===== src/rtl/alarm_timekeeper.sv =====
// Time-of-day counter and alarm FSM clocked by clk, counting rising edges of clk_100hz.
// Optional snooze support is built when ALARM_SNOOZE_EN is defined.
module alarm_timekeeper #(
    parameter int TICKS_PER_SEC  = 100,
    parameter int RING_SECONDS   = 60,
    parameter int SNOOZE_MINUTES = 5
) (
    input  logic       clk,
    input  logic       rst,
    input  logic       clk_100hz,
    input  logic       set_en,
    input  logic [4:0] set_hh,
    input  logic [5:0] set_mm,
    input  logic [4:0] alarm_hh,
    input  logic [5:0] alarm_mm,
    input  logic       alarm_arm,
    input  logic       stop,
    input  logic       snooze,
    output logic [4:0] hh,
    output logic [5:0] mm,
    output logic [5:0] ss,
    output logic       sec_pulse,
    output logic       alarm_ring
);

    localparam int SUB_W  = (TICKS_PER_SEC > 1) ? $clog2(TICKS_PER_SEC) : 1;
    localparam int RING_W = $clog2(RING_SECONDS + 1);
    localparam logic [SUB_W-1:0]  SUB_MAX  = SUB_W'(TICKS_PER_SEC - 1);
    localparam logic [RING_W-1:0] RING_MAX = RING_W'(RING_SECONDS - 1);

`ifdef ALARM_SNOOZE_EN
    localparam int SNOOZE_SECS = SNOOZE_MINUTES * 60;
    localparam int SNZ_W       = $clog2(SNOOZE_SECS + 1);
    localparam logic [SNZ_W-1:0] SNZ_MAX = SNZ_W'(SNOOZE_SECS - 1);

    typedef enum logic [1:0] {
        ST_IDLE    = 2'd0,
        ST_RINGING = 2'd1,
        ST_SNOOZE  = 2'd2
    } state_t;
`else
    localparam int SNOOZE_MINUTES_UNUSED = SNOOZE_MINUTES;
    logic snooze_unused;
    assign snooze_unused = snooze;

    typedef enum logic [1:0] {
        ST_IDLE    = 2'd0,
        ST_RINGING = 2'd1
    } state_t;
`endif

    // sync_q[0..1] are the synchronizer, sync_q[2] holds the previous sample for edge detect
    logic [2:0]       sync_q;
    logic             tick;
    logic [SUB_W-1:0] sub_q, sub_d;
    logic [4:0]       hh_q, hh_d;
    logic [5:0]       mm_q, mm_d, ss_q, ss_d;
    logic             sec_adv;
    logic             sec_pulse_q;
    logic             match_d, match_q;
    state_t           state_q, state_d;
    logic [RING_W-1:0] ring_cnt_q, ring_cnt_d;
`ifdef ALARM_SNOOZE_EN
    logic [SNZ_W-1:0] snz_cnt_q, snz_cnt_d;
`endif

    assign tick = sync_q[1] & ~sync_q[2];

    always_comb begin
        sub_d   = sub_q;
        hh_d    = hh_q;
        mm_d    = mm_q;
        ss_d    = ss_q;
        sec_adv = 1'b0;
        if (set_en) begin
            hh_d  = (set_hh > 5'd23) ? 5'd23 : set_hh;
            mm_d  = (set_mm > 6'd59) ? 6'd59 : set_mm;
            ss_d  = 6'd0;
            sub_d = '0;
        end else if (tick) begin
            if (sub_q == SUB_MAX) begin
                sub_d   = '0;
                sec_adv = 1'b1;
                if (ss_q == 6'd59) begin
                    ss_d = 6'd0;
                    if (mm_q == 6'd59) begin
                        mm_d = 6'd0;
                        hh_d = (hh_q == 5'd23) ? 5'd0 : hh_q + 5'd1;
                    end else begin
                        mm_d = mm_q + 6'd1;
                    end
                end else begin
                    ss_d = ss_q + 6'd1;
                end
            end else begin
                sub_d = sub_q + 1'b1;
            end
        end
    end

    // A match only comes from counting into the alarm minute, never from a load
    assign match_d = sec_adv && alarm_arm && (ss_d == 6'd0) &&
                     (mm_d == alarm_mm) && (hh_d == alarm_hh);

    always_ff @(posedge clk) begin
        if (rst) begin
            sync_q      <= 3'b000;
            sub_q       <= '0;
            hh_q        <= 5'd0;
            mm_q        <= 6'd0;
            ss_q        <= 6'd0;
            sec_pulse_q <= 1'b0;
            match_q     <= 1'b0;
        end else begin
            sync_q      <= {sync_q[1:0], clk_100hz};
            sub_q       <= sub_d;
            hh_q        <= hh_d;
            mm_q        <= mm_d;
            ss_q        <= ss_d;
            sec_pulse_q <= sec_adv;
            match_q     <= match_d;
        end
    end

    always_comb begin
        state_d    = state_q;
        ring_cnt_d = ring_cnt_q;
`ifdef ALARM_SNOOZE_EN
        snz_cnt_d  = snz_cnt_q;
`endif
        case (state_q)
            ST_IDLE: begin
                if (match_q) begin
                    state_d    = ST_RINGING;
                    ring_cnt_d = '0;
                end
            end
            ST_RINGING: begin
                if (stop || !alarm_arm) begin
                    state_d = ST_IDLE;
                end else if (sec_adv && ring_cnt_q == RING_MAX) begin
                    state_d = ST_IDLE;
`ifdef ALARM_SNOOZE_EN
                end else if (snooze) begin
                    state_d   = ST_SNOOZE;
                    snz_cnt_d = '0;
`endif
                end else if (sec_adv) begin
                    ring_cnt_d = ring_cnt_q + 1'b1;
                end
            end
`ifdef ALARM_SNOOZE_EN
            ST_SNOOZE: begin
                if (stop || !alarm_arm) begin
                    state_d = ST_IDLE;
                end else if (sec_adv) begin
                    if (snz_cnt_q == SNZ_MAX) begin
                        state_d    = ST_RINGING;
                        ring_cnt_d = '0;
                    end else begin
                        snz_cnt_d = snz_cnt_q + 1'b1;
                    end
                end
            end
`endif
            default: state_d = ST_IDLE;
        endcase
    end

    always_ff @(posedge clk) begin
        if (rst) begin
            state_q    <= ST_IDLE;
            ring_cnt_q <= '0;
`ifdef ALARM_SNOOZE_EN
            snz_cnt_q  <= '0;
`endif
        end else begin
            state_q    <= state_d;
            ring_cnt_q <= ring_cnt_d;
`ifdef ALARM_SNOOZE_EN
            snz_cnt_q  <= snz_cnt_d;
`endif
        end
    end

    assign hh         = hh_q;
    assign mm         = mm_q;
    assign ss         = ss_q;
    assign sec_pulse  = sec_pulse_q;
    assign alarm_ring = (state_q == ST_RINGING);

endmodule


===== config.mk =====
export PLATFORM = sky130hd
export DESIGN_NAME = alarm_timekeeper
export DESIGN_NICKNAME = d
export VERILOG_FILES = /design/src/rtl/alarm_timekeeper.sv
export SDC_FILE = /design/constraint.sdc
export NUM_CORES = 1
export LEC_CHECK = 0
export ABC_AREA = 1
export CORE_UTILIZATION = 53
export CTS_BUF_LIST = sky130_fd_sc_hd__clkbuf_8
export CTS_CLUSTER_SIZE = 8
export DETAILED_ROUTE_END_ITERATION = 10
export PLACE_DENSITY = 0.82
export SETUP_SLACK_MARGIN = 0.5
export SKIP_LAST_GASP = 1
export SYNTH_ARGS = -nofsm -noshare
export SYNTH_HDL_FRONTEND = slang
export SYNTH_SLANG_ARGS = --single-unit

===== constraint.sdc =====
create_clock -name clk -period 2.2 [get_ports clk]
set_input_delay 0.33 -clock clk [delete_from_list [all_inputs] [get_ports clk]]
set_output_delay 0.33 -clock clk [all_outputs]
set_load 0.01 [all_outputs]

======== After elaboration in Yosys (flattened, before gate mapping) ========
Index checks and enable logic that the tools add are counted.
W data, S select, Z words.
operators by class
  reduce and logical (&&, ||, !) cells .... 13
  bitwise logic cells ..................... 2
  muxes and demuxes ....................... 30
  add/sub/neg operators ................... 5
  magnitude comparators ................... 2
  equality and inequality tests ........... 13
operators with widths
  operator               count
  $mux W6                14
  $mux W5                7
  $add A6 B1 Y6 const B  3
  $eq A6 B6 Y1 const B   3
  $pmux W6 S2            1
  $add A7 B1 Y7 const B  1
  $eq A7 B7 Y1 const B   1
  $mux W7                1
  $eq A6 B6 Y1           1
  $gt A6 B6 Y1 const B   1
  $logic_not A6 Y1       1
  $mux W2                3
  $ne A2 B2 Y1 const B   3
  $add A5 B1 Y5 const B  1
  $eq A5 B5 Y1           1
  $eq A5 B5 Y1 const B   1
  $gt A5 B5 Y1 const B   1
  $logic_and A1 B1 Y1    5
  $reduce_and A5 Y1      1
  $pmux W2 S2            1
  $mux W1                3
  $ne A3 B1 Y1 const B   1
  $eq A2 B1 Y1 const B   1
  $logic_not A2 Y1       1
  other kinds (8)        8
storage, ports and cells
  register bits after elaboration ......... 37
  logic and storage cells ................. 74
  output and inout bits ................... 19

======== Logic depth before layout (Yosys ltp) ========
  depth after elaboration ................. 9
  mapped depth ............................ 16
  depth with buffers taken out ............ 16

======== Least setup slack after synthesis ========
OpenSTA, ideal clock, no wires.
  path type ............................... register to register
  start point ............................. register ss_q[0] (netlist: ss[0])
  end point ............................... register match_q
  path slack .............................. 0.400 ns
  setup time .............................. 0.064 ns
  cell stages (with the launch flop) ...... 13
  clock period less this slack ............ 1.800 ns
  data arrival time ....................... 1.736 ns
  buffers on the path ..................... 0
  path through ............................ dfxtp_1 > ha_1 > nand3_1 > nor2_2 > nand2_1 > nor2_1 > nand2_1 > nand2_1 > nand3_1 > nand2_1 > xor2_1 > nand3_1 > nor2_1
between the ends
  word-level cells in the longest chain between the ends .. 9
ends and longest elaborated chain
  element                                        line    RTL
  start, declared                                57      logic [5:0] mm_q, mm_d, ss_q, ss_d;
  start signal, assigned                         119     ss_q <= ss_d;
  $add A6 B1 Y6 or $eq A6 B6 Y1 (tied branches)  93, 84
  $mux W6                                        84      if (ss_q == 6'd59) begin
  $mux W6                                        81      if (sub_q == SUB_MAX) begin
  $mux W6                                        80      end else if (tick) begin
  $mux W6                                        75      if (set_en) begin
  $logic_not A6 Y1                               102     assign match_d = sec_adv && alarm_arm && (ss_d == 6'd0) &&
  $logic_and A1 B1 Y1 (2 in series)              102
  $logic_and A1 B1 Y1 (*)                        103     (mm_d == alarm_mm) && (hh_d == alarm_hh);
  end signal, assigned                           121     match_q <= match_d;
  end, declared                                  60      logic match_d, match_q;
Every way passes the cells marked *; elsewhere a longest branch is shown, timed or not.
A chain may end at the register's enable or synchronous reset.

======== Worst setup path in the final report ========
  start point ............................. register sub_q[1]
  end point ............................... register match_q
between the ends
  word-level cells in the longest chain between the ends .. 8
ends and longest elaborated chain
  element                                                  line  RTL
  start, declared                                          55    logic [SUB_W-1:0] sub_q, sub_d;
  start signal, assigned                                   116   sub_q <= sub_d;
  $eq A7 B7 Y1 (*)                                         81
  $mux W6 or $mux W1 (tied branches)                       81
  $mux W6 or $mux W1 (tied branches)                       80
  $mux W6 or $mux W1 (tied branches)                       75
  $logic_not A6 Y1 or $logic_and A1 B1 Y1 (tied branches)  102
  $logic_and A1 B1 Y1 (2 in series)                        102
  $logic_and A1 B1 Y1 (*)                                  103
Marked as above.

==> impl_metrics.env <==
export IMPL_status="completed"
export IMPL_clock_sinks=36
export IMPL_placedCellCount=483
export IMPL_drt_pass1_iterations=5
export IMPL_worstMarginPinSlew_ns=0.269
export IMPL_fin_setup_tns_ns=0
export IMPL_critPathCaptureType="register"
export IMPL_critical_path_cell_chain="ha_4 -> nand2_2 -> nor2_8 -> nand2_8 -> buf_4 -> nor2_2 -> nand2_1 -> nand3_1 -> nand3_1 -> nor2_1 -> nand2_1 -> nor2_1 -> nand2_1 -> nor2_1"
export IMPL_finalCritPeriodShare_pct=93.4
export IMPL_synth_avg_cell_area_sq_um=6.08
export IMPL_numCtsBuffers=5
export IMPL_htreeDepth=2
export IMPL_final_common_cell="nand2_1"
export IMPL_post_route_drc_count=0
export IMPL_ir_drop_mv=0.257
export IMPL_arrival_ns=2.28
export IMPL_cts_tree="done"
export IMPL_synthTopCellsByArea="dfxtp_1, nand2_1, nor2_1"
export IMPL_drive_gt1_share_pct=20.5
export IMPL_finalClockSkew_ns=0.00326
export IMPL_instances_no_fill=508
export IMPL_fp_row_count=23
export IMPL_critPathTopFamily="simple AND/OR/NAND/NOR gates"
export IMPL_total_power_mw=1.48
export IMPL_die_w_microns=68.6
export IMPL_worst_path_buf_inv=1
export IMPL_ys_seq_area_share_pct=30.6
export IMPL_grt_usage_pct=28.5
export IMPL_cts_root_buffer="clkbuf_8"
export IMPL_max_stage_delay_ns=0.36
export IMPL_crit_fanout=11
export IMPL_grt_max_degree=25
export IMPL_ys_warnings_count=0
export IMPL_power_leakage_nw=1.45
export IMPL_grt_setup_unrepaired="true"
export IMPL_clkTransAtPathRegs_ns=0.07
export IMPL_vias=2742
export IMPL_slew_headroom_pct=81.9
export IMPL_final_net_count=492
export IMPL_antenna_left=0
export IMPL_p_per_area_mw_per_mm2=443
export IMPL_cts_max_path_buffers=2
export IMPL_wl_microns=6740
export IMPL_fin_crit_ns=2.06
export IMPL_core_area_sq_mm=0.00414
export IMPL_synthToLayoutAreaGrowth_pct=42.1
export IMPL_grt_ovfl_total=0
export IMPL_yosys_cell_types_count=32
export IMPL_antenna_found_initial=0
export IMPL_ys_ff_latch=36
export IMPL_max_cap_viol_count=0
export IMPL_hpwl_microns=4290
export IMPL_syn_nets=421
export IMPL_holdCritPathClass="reg2reg"
export IMPL_crit_type="reg2reg"
export IMPL_wl_per_cell_microns=13.3
export IMPL_final_cell_mix="nand2_1, nor2_1, inv_1"
export IMPL_gp_congestion=0.842
export IMPL_drt_vias_per_instance=5.40
export IMPL_setup_viol_count_final=0
export IMPL_initial_utilization_pct=56.8
export IMPL_cp_start_kind="register"
export IMPL_io_buffer_count=46
export IMPL_die_h_microns=68.6
export IMPL_clk_latency_ns=0.30
export IMPL_grt_pass1_wl_microns=9950
export IMPL_required_ns=2.43
export IMPL_finalMaxSlewViolations=0
export IMPL_grt_pass1_vias=2363
export IMPL_syn_area_sq_mm=0.00235
export IMPL_max_freq_mhz=487
export IMPL_synth_top_area_share_pct=30.6
export IMPL_diodes=0
export IMPL_slowest_stage="dfxtp_2"
export IMPL_drt_initial_drc_count=240
export IMPL_dieArea_sq_mm=0.00471
export IMPL_synthCells=387
export IMPL_yosys_area_top_type="dfxtp_1"
export IMPL_utilization_pct=80.7
export IMPL_hold_viol=0
export IMPL_io_pins=48
## synth_stat cells (all sizes together)
master and count:
o21ai 13, nor3 7, o211ai 1, nor4 1, a21oi 14, xor2 5, dfxtp 36, nor3b 3
nor2 70, buf 2, nand3 47, a211oi 1, nand2 109, nand3b 2, o21bai 1, or2 2
inv 59, clkbuf 4, nand4 4, o31ai 1, ha 5
## worst min-delay path, cell delays in order (launching register included)
cell and delay, ns:
dfxtp_1 0.30, inv_1 0.04, nor2_1 0.03
## state kept, by name, summed over array words and instances (netlist names)
name,flops
hh,5
match_q,1
mm,6
ring_cnt_q,6
sec_pulse,1
ss,6
state_q,1
sub_q,7
sync_q,3
## kinds of logic (layout without fill, tap and decap cells)
kind of cell | count (synthesis) | in the layout | synth area share [%]
AND/OR/NAND/NOR | 245 | 245 | 46.2
buffers and inverters | 65 | 136 | 10.7
flip-flops | 36 | 36 | 30.6
AO/OA/AOI/OAI | 31 | 31 | 7.92
adder cells (fa/ha/maj) | 5 | 5 | 2.66
XOR/XNOR | 5 | 5 | 1.86
## routing by layer
| metal | track usage, % | routed length [microns] |
|---|---|---|
| met1 | 34.1 | 2770 |
| met2 | 50.2 | 3320 |
| met3 | 5.26 | 432 |
| met4 | 10.4 | 212 |
| met5 | 0 | 0 |
## cell type report
cell class	instances	area, sq um
multi-input combinational	286	1570
fill	294	801
sequential	36	744
timing repair buffer	70	644
inverter	59	221
clock buffer	7	96.3
tap	50	62.6
## metrics by stage
step           hold slack (ns)  cell area (sq um)  setup WS, ns
6_report                 0.405               3340         0.145
5_1_grt                  0.451               3340        0.0384
4_1_cts                  0.408               3160         0.344
3_5_place_dp             0.396               2900         0.148
3_3_place_gp             0.394               2900         0.168
2_1_floorplan            0.388               2370         0.506
## path summary, 6_finish.rpt
check | from | endpoint | slack, ns | depth (start not counted)
hold / removal | sync_q[0]$_SDFF_PP0_ | sync_q[1]$_SDFF_PP0_ | 0.40 | 2
setup / recovery | sub_q[1]$_SDFFE_PP0P_ | match_q$_SDFF_PP0_ | 0.14 | 14
setup reg to reg | sub_q[1]$_SDFFE_PP0P_ | match_q$_SDFF_PP0_ | 0.14 | 14
hold reg to reg | sync_q[0]$_SDFF_PP0_ | sync_q[1]$_SDFF_PP0_ | 0.40 | 2
## where the power goes
part,internal (mW),switching [mW],total [mW]
logic,0.131,0.132,0.263
registers,0.667,0.0219,0.689
clock network,0.279,0.249,0.528
total,1.08,0.403,1.48
## what timing repair did
item / CTS / global route
buffers inserted: 8 / 10
setup endpoints to repair: 10 / 17
pin swaps: 7 / 23
hold buffers: 0 / 0
gates resized for setup: 24 / 36
Power figures use the tool's default switching activity.
